===== config.mk =====
export PLATFORM = sky130hd
export DESIGN_NAME = sha_msg_schedule
export DESIGN_NICKNAME = d
export VERILOG_FILES = /design/src/rtl/sha_pkg.sv /design/src/rtl/sha_sched_expand.sv /design/src/rtl/sha_msg_schedule.sv
export SDC_FILE = /design/constraint.sdc
export NUM_CORES = 2
export LEC_CHECK = 0
export ABC_AREA = 1
export CORE_UTILIZATION = 45
export DETAILED_ROUTE_END_ITERATION = 8
export DONT_BUFFER_PORTS = 1
export PLACE_DENSITY = 0.63
export SLEW_MARGIN = 25
export SYNTH_ARGS = -nofsm -noshare
export SYNTH_HDL_FRONTEND = slang
export SYNTH_HIERARCHICAL = 1
export SYNTH_SLANG_ARGS = --single-unit

===== constraint.sdc =====
create_clock -name clk -period 57 [get_ports clk]
set_input_delay 11.4 -clock clk [delete_from_list [all_inputs] [get_ports clk]]
set_output_delay 11.4 -clock clk [all_outputs]
set_load 0.01 [all_outputs]

===== src/rtl/sha_pkg.sv =====
// Shared SHA-256 types, sizes and sigma functions used by the schedule and round logic.
package sha_pkg;

    localparam int unsigned SHA_BLOCK_W = 512;
    localparam int unsigned SHA_WORDS   = 16;

    typedef logic [31:0] word_t;

    typedef enum logic {StIdle, StRun} sched_state_t;

    function automatic word_t sha_ror(input word_t x, input int unsigned n);
        return (x >> n) | (x << (32 - n));
    endfunction

    function automatic word_t sha_s0(input word_t x);
        return sha_ror(x, 7) ^ sha_ror(x, 18) ^ (x >> 3);
    endfunction

    function automatic word_t sha_s1(input word_t x);
        return sha_ror(x, 17) ^ sha_ror(x, 19) ^ (x >> 10);
    endfunction

    function automatic word_t sha_bs0(input word_t x);
        return sha_ror(x, 2) ^ sha_ror(x, 13) ^ sha_ror(x, 22);
    endfunction

    function automatic word_t sha_bs1(input word_t x);
        return sha_ror(x, 6) ^ sha_ror(x, 11) ^ sha_ror(x, 25);
    endfunction

endpackage


===== src/rtl/sha_sched_expand.sv =====
// Combinational expansion of LANES new schedule words from the current 16-word window.
module sha_sched_expand
    import sha_pkg::*;
#(
    parameter int unsigned LANES = 2
) (
    input  logic [SHA_BLOCK_W-1:0] window,
    output logic [32*LANES-1:0]    new_words
);

    // Window words followed by the words produced this cycle, so later lanes can
    // pick up W[j-2] (and for wide builds W[j-7]) from earlier lanes.
    word_t ext [SHA_WORDS+LANES];

    always_comb begin
        for (int i = 0; i < int'(SHA_WORDS); i++) begin
            ext[i] = window[32*i +: 32];
        end
        for (int k = 0; k < int'(LANES); k++) begin
            ext[int'(SHA_WORDS) + k] = sha_s1(ext[14 + k]) + ext[9 + k]
                                     + sha_s0(ext[1 + k]) + ext[k];
        end
        new_words = '0;
        for (int k = 0; k < int'(LANES); k++) begin
            new_words[32*k +: 32] = ext[int'(SHA_WORDS) + k];
        end
    end

endmodule


===== src/rtl/sha_msg_schedule.sv =====
// SHA-256 message schedule: loads one block, streams W[0..ROUNDS-1] LANES words per beat.
module sha_msg_schedule
    import sha_pkg::*;
#(
    parameter int unsigned LANES  = 2,
    parameter int unsigned ROUNDS = 64
) (
    input  logic                   clk,
    input  logic                   rst,
    input  logic                   load_valid,
    output logic                   load_ready,
    input  logic [SHA_BLOCK_W-1:0] block_in,
    output logic                   w_valid,
    input  logic                   w_ready,
    output logic [32*LANES-1:0]    w_out,
    output logic [5:0]             w_index,
    output logic                   done
);

    if (!(LANES == 1 || LANES == 2 || LANES == 4 || LANES == 8)) begin : g_bad_lanes
        $error("sha_msg_schedule: LANES must be 1, 2, 4 or 8");
    end
    if (ROUNDS < 16 || ROUNDS > 64 || (ROUNDS % LANES) != 0) begin : g_bad_rounds
        $error("sha_msg_schedule: ROUNDS must be 16..64 and a multiple of LANES");
    end

    localparam logic [5:0] LastT   = 6'(ROUNDS - LANES);
    localparam logic [5:0] LanesW  = 6'(LANES);

    sched_state_t           state_q, state_d;
    logic [SHA_BLOCK_W-1:0] window_q, window_d;
    logic [5:0]             t_q, t_d;
    logic                   done_q, done_d;
    logic [32*LANES-1:0]    new_words;
    logic                   accept, last_beat, load_fire;

    sha_sched_expand #(
        .LANES(LANES)
    ) u_expand (
        .window   (window_q),
        .new_words(new_words)
    );

    assign w_valid    = (state_q == StRun);
    assign accept     = w_valid && w_ready;
    assign last_beat  = (t_q == LastT);
    // Idle, or the final beat is leaving this cycle: a new block can follow without a bubble.
    assign load_ready = !w_valid || (accept && last_beat);
    assign load_fire  = load_valid && load_ready;

    always_comb begin
        state_d  = state_q;
        window_d = window_q;
        t_d      = t_q;
        done_d   = accept && last_beat;
        if (load_fire) begin
            state_d  = StRun;
            window_d = block_in;
            t_d      = '0;
        end else if (accept) begin
            window_d = {new_words, window_q[SHA_BLOCK_W-1:32*LANES]};
            t_d      = t_q + LanesW;
            if (last_beat) begin
                state_d = StIdle;
            end
        end
    end

    always_ff @(posedge clk or posedge rst) begin
        if (rst) begin
            state_q  <= StIdle;
            window_q <= '0;
            t_q      <= '0;
            done_q   <= 1'b0;
        end else begin
            state_q  <= state_d;
            window_q <= window_d;
            t_q      <= t_d;
            done_q   <= done_d;
        end
    end

    assign w_out   = window_q[32*LANES-1:0];
    assign w_index = t_q;
    assign done    = done_q;

endmodule


==> flow_summary.toml <==
[run_status]
status = "completed"

[worst_setup_path]
critPathArrivalTime_ns = 12.21
r2r_start = "w_valid"
r2r_setup_slack_ns = 52.20
start_kind = "input pin"
cp_max_fo = 46
cp-end-kind = "output port"
cp.required_ns = 45.60
worstRegToRegCells = 10
startpoint = "w_ready"
r2r_end = "window_q[189]"
critPathKind = "in2out"

[hold_path]
hold_path.startpoint = "window_q[356]"
worstHoldPathType = "reg2reg"
min_to = "window_q[356]"
holdPathStages = 2

[global_routing]
grt_max_degree = 516
grt_pass1_wl_mm = 236
grt_usage = 0.370
grt_pass1_vias = 33300
grt_antenna_before_repair = 49
grt-ovfl-total = 0

[synthesis]
syn_inst = 5751
synth_edf_count = 0
synth.largest_area_cell = "dfrtp_1"
synth_seq_cells = 519
async_flop_share = 1.00
avgSynthCellArea_um2 = 6.80
synth_ff_type = "dfrtp_1"
syn_nets = 6454
synth_area_um2 = 39100
netlist.area_leader.share = 0.332
ys_seq_area_frac = 0.332
ys_types = 30
yosys_warnings = 6
yosys-top-cells-area = "dfrtp_1 (33%), nand2_1 (17%), inv_1 (11%)"

[detailed_routing]
num_vias = 35500
first_pass_iters = 6
ant_nets = 0
viasPerCell = 5.28
wl_per_cell_um = 24.7
drt_iter0_drc = 3786
wirelength_mm = 166
drc_errors = 0

[floorplanning]
row_count = 107
core_region_area_um2 = 85700
dieHeight_um = 297
start_util = 0.456
fp.dieW_um = 297
fp.dieArea_um2 = 88100
io_pins = 589

[clock_tree]
cts_resized = 0
cts_setup_buffers = 0
cts_num_sinks = 519
clk_latency_ns = 0.65
cts-buffers-inserted = 59
clk_path_buf_depth = 3
hold_buffers = 0
clk_pin_slew_worst_paths_ns = 0.05
cts_root_buffer = "clkbuf_16"
htreeDepth = 2
cts_tree = "done"

[cells_and_area]
syn2layout_area_growth_pct = 5.04
final_util = 0.479
drive_above_1_share = 0.0468
fin_cells = 6728
fillCellCount = 9090
fin_nets = 6209

[sta]
worst_pin_slew_ns = 1.06
skew_ns = 0.0287
timing.final.crit_share = 0.414
setup_viol_count_final = 0
max_slew_margin = 0.295
fin_crit_ns = 23.61
fmax_mhz = 42.4
rsz0062_at_grt = "false"
setup_tns_ns = 0
hold_viol_final = 0
final_max_slew_viol_count = 0

[placement]
io_buffers = 0
gp_congestion = 1.01
place_inst = 6589
hpwlAfterDp_mm = 127

[run]
drv_cap = 0
[state kept, by name, summed over array words and instances (netlist names)]
name / flops
w_valid: 1
w_index: 5
window_q: 512
done: 1
[how the worst max path moves through the flow]
stage                     depth (start not counted)  slack (ns)          to
after floorplan                                   1       31.10        done
after global placement                            4       33.36  load_ready
after detailed placement                          4       33.40  load_ready
after CTS                                         4       33.39  load_ready
after global routing                              4       33.30  load_ready
final                                             4       33.39  load_ready
[cell type report]
class	count	area [um2]	area share
Clock buffer	91	1800	0.0437
Antenna cell	33	82.6	0.00201
Multi-Input combinational cell	3709	19900	0.484
Tap cell	1144	1430	0.0348
Timing Repair Buffer	27	256	0.00624
Clock inverter	15	151	0.00369
Inverter	1190	4480	0.109
Sequential cell	519	13000	0.316
[layer usage]
layer | up-vias | global-route usage | wire (um)
met1 | 17100 | 0.503 | 69500
met3 | 297 | 0.0775 | 14900
met4 | 28 | 0.179 | 8310
met2 | 1612 | 0.558 | 73200
li1 | 16500 | - | -
met5 | - | 0.0135 | 356
[metrics by stage]
stage	setup WS, ns	hold slack, ns	instance area, um2
global placement	33.36	0.461	39000
CTS	33.39	0.482	41000
detailed placement	33.40	0.465	39000
global route	33.30	0.495	41100
floorplan	31.10	0.449	39100
finish	33.39	0.478	41100
[worst max-delay path, cell delays in order]
cell and delay, ns:
nand2_1 0.08, nor2_1 0.13, nand2_1 0.12, nand2_4 0.46
[synth_stat cells, types with 38 or more instances]
| cell | number |
|---|---|
| nand2_1 | 1737 |
| inv_1 | 1188 |
| nand3_1 | 769 |
| dfrtp_1 | 519 |
| nor2_1 | 394 |
| nand3b_1 | 154 |
| xor2_1 | 145 |
| xnor2_1 | 126 |
| fa_1 | 124 |
| or2_2 | 118 |
| buf_2 | 113 |
| buf_4 | 107 |
| clkbuf_1 | 102 |
| ha_1 | 63 |
| a21oi_1 | 38 |
[cells in the final DEF (no fill, tap or decap), types with 7 or more instances in the layout]
master / n
ha_1: 63
xnor2_1: 126
clkbuf_16: 59
or2_2: 118
inv_1: 1187
diode_2: 33
o21bai_1: 7
clkbuf_8: 20
clkbuf_1: 12
buf_4: 22
clkinv_2: 7
nor3_1: 7
a21oi_1: 38
nand3_1: 769
nor2_1: 394
dfrtp_1: 519
fa_1: 124
nand3b_1: 154
xor2_1: 145
nand2_1: 1734
[kinds of logic (layout without fill, tap and decap cells)]
kind of cell | after synthesis | in the layout | synth area share
DFF | 519 | 519 | 0.332
adders and majority gates | 187 | 187 | 0.0836
and+or+nand+nor | 3197 | 3197 | 0.356
buffers and inverters | 1523 | 1323 | 0.160
xor gates and xnor gates | 271 | 271 | 0.0607
AOI/OAI and AO/OA | 53 | 53 | 0.00761
other | 1 | 34 | 0.0000959
Power is not shown: default switching activity piles up to over one toggle a cycle in this logic, so the estimate is an artifact.
